==> config.mk <==
export PLATFORM = sky130hd
export DESIGN_NAME = bsearch_datapath
export DESIGN_NICKNAME = d
export VERILOG_FILES = /design/src/rtl/bsearch_datapath.sv
export SDC_FILE = /design/constraint.sdc
export NUM_CORES = 1
export LEC_CHECK = 0
export CAP_MARGIN = 20
export CORE_MARGIN = 2
export CORE_UTILIZATION = 30
export DETAILED_ROUTE_END_ITERATION = 12
export MAX_ROUTING_LAYER = met4
export PLACE_DENSITY_LB_ADDON = 0.08
export SLEW_MARGIN = 10
export SYNTH_ARGS = -nofsm -noshare
export SYNTH_HDL_FRONTEND = slang
export SYNTH_SLANG_ARGS = --single-unit
==> constraint.sdc <==
create_clock -name clk -period 1.9 [get_ports clk]
set_input_delay 0.38 -clock clk [delete_from_list [all_inputs] [get_ports clk]]
set_output_delay 0.38 -clock clk [all_outputs]
set_load 0.05 [all_outputs]
==> src/rtl/bsearch_datapath.sv <==
// Address/bounds datapath for the binary-search engine: midpoint address generation,
// RAM latency absorption and hit / not-found reporting. Optional BSEARCH_STEP_COUNT_EN adds probe_cnt.
module bsearch_datapath #(
  parameter int ADDR_W = 5,
  parameter int DATA_W = 8,
  parameter int RD_LAT = 1
) (
  input  logic              clk,
  input  logic              reset,
  input  logic              reset_bounds,
  input  logic              set_high,
  input  logic              set_low,
  input  logic              found,
  input  logic [DATA_W-1:0] ram_q,
  output logic [ADDR_W-1:0] addr,
  output logic [DATA_W-1:0] current_data,
  output logic              data_valid,
  output logic [ADDR_W-1:0] result_addr,
  output logic              hit,
  output logic              not_found
`ifdef BSEARCH_STEP_COUNT_EN
  ,
  output logic [$clog2(ADDR_W+2)-1:0] probe_cnt
`endif
);

  typedef enum logic [2:0] {
    S_LOAD,
    S_ISSUE,
    S_WAIT,
    S_VALID,
    S_HIT,
    S_EXHAUSTED
  } state_t;

  localparam logic [ADDR_W-1:0] LP_TOP       = '1;
  localparam logic [1:0]        LP_WAIT_INIT = 2'(RD_LAT - 1);

  state_t              r_state;
  state_t              w_next;
  logic [ADDR_W-1:0]   r_low;
  logic [ADDR_W-1:0]   r_high;
  logic [ADDR_W-1:0]   r_addr;
  logic [DATA_W-1:0]   r_data;
  logic                r_valid;
  logic [ADDR_W-1:0]   r_result;
  logic                r_hit;
  logic                r_not_found;
  logic [1:0]          r_wait;
  logic [ADDR_W:0]     w_sum;
  logic [ADDR_W-1:0]   w_mid;
  logic                w_strobe_conflict;

  // Sum carried in ADDR_W+1 bits so low+high never wraps before the halving.
  assign w_sum             = {1'b0, r_low} + {1'b0, r_high};
  assign w_mid             = w_sum[ADDR_W:1];
  assign w_strobe_conflict = set_high & set_low;

  always_ff @(posedge clk) begin
    if (reset) r_state <= S_LOAD;
    else       r_state <= w_next;
  end

  always_comb begin
    // NOTE: default assigned first so every path drives w_next and no latch is inferred.
    w_next = r_state;
    if (reset_bounds) begin
      w_next = S_LOAD;
    end else begin
      case (r_state)
        S_LOAD:  w_next = S_ISSUE;
        S_ISSUE: w_next = S_WAIT;
        S_WAIT:  if (r_wait == 2'd0) w_next = S_VALID;
        S_VALID: begin
          if (found)                  w_next = S_HIT;
          else if (w_strobe_conflict) w_next = S_VALID;
          else if (set_high)          w_next = (r_addr == r_low)  ? S_EXHAUSTED : S_ISSUE;
          else if (set_low)           w_next = (r_addr == r_high) ? S_EXHAUSTED : S_ISSUE;
        end
        default: w_next = r_state;
      endcase
    end
  end

`ifdef BSEARCH_STEP_COUNT_EN
  logic [$clog2(ADDR_W+2)-1:0] r_probe_cnt;

  always_ff @(posedge clk) begin
    if (reset)                                  r_probe_cnt <= '0;
    else if (r_state == S_LOAD)                 r_probe_cnt <= '0;
    else if (!reset_bounds && r_state == S_ISSUE) r_probe_cnt <= r_probe_cnt + 1'b1;
  end

  assign probe_cnt = r_probe_cnt;
`endif

  // NOTE: sequential state uses non-blocking assignments only, so all registers see pre-edge values.
  always_ff @(posedge clk) begin
    if (reset) begin
      r_low       <= '0;
      r_high      <= LP_TOP;
      r_addr      <= '0;
      r_data      <= '0;
      r_valid     <= 1'b0;
      r_result    <= '0;
      r_hit       <= 1'b0;
      r_not_found <= 1'b0;
      r_wait      <= '0;
    end else begin
      if (r_state == S_LOAD) begin
        r_low  <= '0;
        r_high <= LP_TOP;
      end
      if (reset_bounds) begin
        // Abort: any word still in flight from the RAM is simply never captured.
        r_valid     <= 1'b0;
        r_hit       <= 1'b0;
        r_not_found <= 1'b0;
      end else begin
        case (r_state)
          S_ISSUE: begin
            r_addr  <= w_mid;
            r_valid <= 1'b0;
            r_wait  <= LP_WAIT_INIT;
          end
          S_WAIT: begin
            if (r_wait == 2'd0) begin
              r_data  <= ram_q;
              r_valid <= 1'b1;
            end else begin
              r_wait <= r_wait - 2'd1;
            end
          end
          S_VALID: begin
            if (found) begin
              r_result <= r_addr;
              r_hit    <= 1'b1;
            end else if (!w_strobe_conflict) begin
              // Equality tests stop high from going below 0 and low from passing DEPTH-1.
              if (set_high) begin
                if (r_addr == r_low) r_not_found <= 1'b1;
                else                 r_high      <= r_addr - ADDR_W'(1);
              end else if (set_low) begin
                if (r_addr == r_high) r_not_found <= 1'b1;
                else                  r_low       <= r_addr + ADDR_W'(1);
              end
            end
          end
          default: ;
        endcase
      end
    end
  end

  assign addr         = r_addr;
  assign current_data = r_data;
  assign data_valid   = r_valid;
  assign result_addr  = r_result;
  assign hit          = r_hit;
  assign not_found    = r_not_found;

endmodule
### Word level (Yosys, flattened, before mapping)

Cells that the tools add are included.

| storage, ports and cells | value |
|---|---|
| input port bits | 14 |
| output and inout bits | 21 |
| flip-flop bits (word level) | 36 |
| logic and storage cells | 73 |

| operators by class | value |
|---|---|
| multiplexer cells | 31 |
| bitwise operators | 4 |
| add/subtract/negate cells | 4 |
| reductions and logical operators | 15 |
| eq/ne operators | 9 |

Operators with widths:

| operator | count |
|---|---|
| 5-bit 2-to-1 mux | 15 |
| 3-bit 2-to-1 mux | 7 |
| 3-bit case mux with 4 select lines | 1 |
| 3-bit AND reduction | 4 |
| 5-bit == test | 2 |
| 5-bit by 5-bit adder with 6-bit output | 1 |
| 3-bit by 2-bit == test with 1-bit output, second input constant | 2 |
| 2-bit AND reduction | 3 |
| 6-bit AND reduction | 1 |
| 2-bit nonzero test | 3 |
| 5-bit by 1-bit adder with 5-bit output, second input constant | 1 |
| 1-bit 2-to-1 mux | 5 |
| 5-bit inequality test, second input constant | 1 |
| 5-bit by 1-bit subtractor with 5-bit output, second input constant | 1 |
| 2-bit inequality test, second input constant | 2 |
| 2-bit case mux with 2 select lines | 1 |
| 4-bit nonzero test | 1 |
| 3-bit by 1-bit == test with 1-bit output, second input constant | 1 |
| 3-bit logical NOT | 1 |
| 1-bit inverter | 3 |
| 2-bit logical NOT | 1 |
| 2-bit 2-to-1 mux | 1 |
| 2-bit by 1-bit inequality test with 1-bit output, second input constant | 1 |
| 1-bit case mux with 2 select lines | 1 |
| other kinds (3) | 3 |

### Depth between registers and ports, before layout

Gate-level depths: netlist of the first run.

| logic depth | value |
|---|---|
| word-level depth | 9 |
| mapped depth | 7 |
| depth with buffers taken out | 7 |

### Least setup slack after synthesis of the first run

No wires, ideal clock.

| timing path | value |
|---|---|
| path type | reg-to-reg |
| from | register r_addr[0], in the netlist addr[0] |
| to | register r_low[1] |
| setup slack | 0.038 ns |
| clock period less this slack | 1.862 ns |
| data required time | 1.777 ns |
| buffers on the path | 1 |
| arrival time | 1.739 ns |
| cell stages (with the launch flop) | 7 |
| path through | dfxtp_1 -> buf_2 -> xor2_1 -> nor3_1 -> nand2_1 -> nand3_2 -> mux2_1 |

| between the ends | value |
|---|---|
| cells in the longest elaborated chain, start to end | 8 |
| elaborated cells on any way between the ends | 9 |

RTL lines:

| what | line | text |
|---|---|---|
| start: declaration | 43 | `logic [ADDR_W-1:0] r_addr;` |
| start signal: assignment | 122 | `r_addr <= w_mid;` |
| 5-bit by 1-bit adder with 5-bit output or 5-bit == test (tied branches) | 145, 144 |  |
| 5-bit 2-to-1 mux * | 144 | `if (r_addr == r_high) r_not_found <= 1'b1;` |
| 5-bit 2-to-1 mux * | 143 | `end else if (set_low) begin` |
| 5-bit 2-to-1 mux * | 140 | `if (set_high) begin` |
| 5-bit 2-to-1 mux * | 138 | `end else if (!w_strobe_conflict) begin` |
| 5-bit 2-to-1 mux * | 135 | `if (found) begin` |
| 5-bit 2-to-1 mux * | 120 | `case (r_state)` |
| 5-bit 2-to-1 mux * | 114 | `if (reset_bounds) begin` |
| end signal: assignment | 145 | `else r_low <= r_addr + ADDR_W'(1);` |
| end: declaration | 41 | `logic [ADDR_W-1:0] r_low;` |

Every way passes the cells marked *; elsewhere a longest branch is shown, timed or not.
A chain may end at the register's enable or synchronous reset.

### Worst setup path after layout of the first run

| timing path | value |
|---|---|
| from | register r_data[3], in the netlist current_data[3] |
| to | output port current_data[3] |

RTL lines:

| what | line | text |
|---|---|---|
| start: declaration | 44 | `logic [DATA_W-1:0] r_data;` |
| start signal: assignment | 128 | `r_data <= ram_q;` |
| end: declaration | 16 | `output logic [DATA_W-1:0] current_data,` |

No word-level cell between the ends.

==> results of run 1 <==
path summary, 6_finish.rpt:
kind | end | slack [ns] | cells past startpoint | start
setup / recovery | current_data[3] | 0.08 | 1 | current_data[3]
hold / removal | not_found | 0.48 | 2 | not_found
setup reg to reg | r_low[1] | 0.25 | 5 | addr[0]
hold reg to reg | not_found | 0.48 | 2 | not_found
flip-flops by register name (all words and copies together) (netlist names):
name	cells
current_data	8
addr	5
r_high	5
r_low	5
result_addr	5
r_state	3
r_wait	2
data_valid	1
hit	1
not_found	1
report_power, final:
| part | switching, mW | internal (mW) | total [mW] | leakage (nW) |
|---|---|---|---|---|
| logic | 0.112 | 0.0976 | 0.209 | 0.754 |
| clock network | 0.270 | 0.323 | 0.593 | 0.0503 |
| registers | 0.0131 | 0.764 | 0.777 | 0.291 |
kinds of logic (layout without fill, tap and decap cells):
family / after synthesis / in the layout
flip-flops: 36 / 36
XOR/XNOR: 19 / 19
AND/OR/NAND/NOR: 85 / 85
multiplexers: 23 / 23
adder cells (fa/ha/maj): 8 / 8
buffers and inverters: 23 / 65
AO/OA/AOI/OAI: 22 / 22
layer usage:
metal  vias up  GRT usage [%]  part of all wire, %
li1        806              -                    -
met1       715           17.7                   48
met2        42           23.1                   47
met3         2           3.56                  4.2
met4         0           4.40                 0.64
met5         -              -                    0
layout make-up:
class,instances,area (sq um)
multi-input combinational,157,1080
clock buffer,7,96.3
tap,77,96.3
sequential,36,721
timing repair buffer,48,463
fill,660,3740
inverter,10,37.5
synth_stat cells, drive strengths merged, types with 3 or more instances:
library cell  instances  area, sq um
clkbuf                5         18.8
a21oi                 8         40.0
inv                  10         37.5
nand2b                4         25.0
ha                    7         87.6
xor2                 12          105
dfxtp                36          721
o21ai                 3         15.0
mux2i                22          220
nor2b                 4         25.0
nand2                13         51.3
nand3                 6         35.0
xnor2                 7         61.3
buf                   8         45.0
nor2                 36          135
nor3                 12         70.1
metrics by stage:
| stage | std cells | util [%] | hold WS, ns |
|---|---|---|---|
| final | 335 | 40.0 | 0.476 |
| after global routing | 335 | 40.0 | 0.491 |
| after CTS | 335 | 40.0 | 0.475 |
| after detailed placement | 328 | 38.5 | 0.458 |
| after global placement | 328 | 38.5 | 0.450 |
| after floorplan | 216 | - | 0.467 |
==> results.py, run 1 <==
metrics = {
    "status": {
        "status": "completed",
    },
    "pwr": {
        "vdd_drop_max_uv": 308,
        "total_power_mw": 1.58,
        "p_leak_nw": 1.09,
        "power.density_mw_per_mm2": 632,
    },
    "layout": {
        "layout-drive-gt1-share_pct": 14.3,
        "fin_nets": 280,
        "finish.instance_area_sq_mm": 0.00250,
        "syn2layout_area_growth_pct": 31.0,
        "final_cell_mix": "36 x nor2_1, 36 x dfxtp_1, 26 x clkdlybuf4s50_1",
        "insertedDiodeCount": 0,
    },
    "global_route": {
        "grt_usage_pct": 14.3,
        "grt_antenna_before_repair": 0,
        "grt_pass1_wl_um": 7850,
        "globalRoute.totalOverflow": 0,
        "grt_max_degree": 29,
        "grt_pass1_vias": 1628,
    },
    "clocking": {
        "cts_inserted_buffers": 5,
        "postCtsSetupRepairBufs": 0,
        "cts-root-buf": "clkbuf_8",
        "cts-resized-gates": 0,
        "cts_tree": "built",
        "cts.sinks": 36,
        "clk_latency_ns": 0.29,
        "clk_pin_slew_worst_paths_ns": 0.07,
        "holdBufCountCts": 0,
        "htree_num_levels": 2,
        "clockBufferDepth": 2,
    },
    "yosys": {
        "synth-edff-count": 0,
        "synth_fa_ha_area_share_pct": 5.64,
        "synth_compound_area_share_pct": 8.07,
        "yosysWarnings": 0,
        "syn_area_per_cell_sq_um": 8.83,
        "post_synth_mux_area_share_pct": 12.1,
        "ys.flop_type": "dfxtp_1",
        "synth_simple_gate_area_share_pct": 22.3,
        "synth_xor_area_share_pct": 8.73,
        "synth_top_family_by_area": "simple AND/OR/NAND/NOR gates",
        "synth_seq_cells": 36,
        "synthArstFlopShare_pct": 0,
        "synth_cells": 216,
        "yosysSeqAreaShare_pct": 37.8,
        "synth_area_sq_mm": 0.00191,
        "ys_types": 42,
        "syn-num-nets": 238,
    },
    "placement": {
        "place_ws_ns": 0.0654,
        "place_congestion": 0.766,
        "io_buffers": 34,
        "detailed_place_hpwl_um": 3420,
        "dpl_cell_area_sq_mm": 0.00240,
    },
    "floorplan": {
        "io_pins": 35,
        "die_h_um": 83.7,
        "fp.dieW_um": 83.7,
        "rows": 29,
        "initial_utilization_pct": 30.6,
        "dieArea_sq_mm": 0.00701,
        "core_area_sq_mm": 0.00624,
    },
    "critical_path": {
        "cp.arrival_ns": 1.44,
        "critPathKind": "reg2out",
        "crit_fanout": 2,
        "critical_path.max_stage_delay_ns": 0.81,
        "startpoint_type": "flop",
        "crit_family": "buffers and inverters",
        "cp_slowest_cell": "clkdlybuf4s50_1",
        "crit_chain": "clkdlybuf4s50_1",
        "cp.required_ns": 1.52,
        "endpoint_kind": "primary output",
        "path_buf_inv": 1,
    },
    "sta": {
        "min_period_ns": 1.82,
        "finalWorstSetupSlack_ns": 0.0813,
        "hold_viol": 0,
        "tightest_slew_ns": 0.512,
        "slew_headroom_pct": 65.8,
        "setup_viol": 0,
        "finClkSkew_ns": 0.00560,
        "slew_viol_final": 0,
        "period_share_pct": 95.7,
        "rsz0062_at_grt": "no",
        "fmax_mhz": 550,
        "finalSetupTns_ns": 0,
    },
    "route": {
        "vias": 1565,
        "drt-initial-drc-count": 58,
        "drt-vias-per-instance": 4.67,
        "routed_wirelength_um": 4510,
        "dr.pass1.iters": 4,
        "drtAntennaViolNets": 0,
        "drc": 0,
        "wl_per_cell_um": 13.5,
    },
    "min_path": {
        "hold_path_class": "reg2reg",
    },
    "run": {
        "cap_violations": 0,
    },
}
Note: power is estimated with default switching activity, not from simulation.
==> inputs of run 2 (changes only) <==
--- a/config.mk
+++ b/config.mk
@@ -9,6 +9,7 @@
 export CORE_MARGIN = 2
 export CORE_UTILIZATION = 30
 export DETAILED_ROUTE_END_ITERATION = 12
+export HOLD_SLACK_MARGIN = 0.06
 export MAX_ROUTING_LAYER = met4
 export PLACE_DENSITY_LB_ADDON = 0.08
 export SLEW_MARGIN = 10
==> results of run 2 <==
The final DEF is identical to that of run 1; final timing and power are the same.
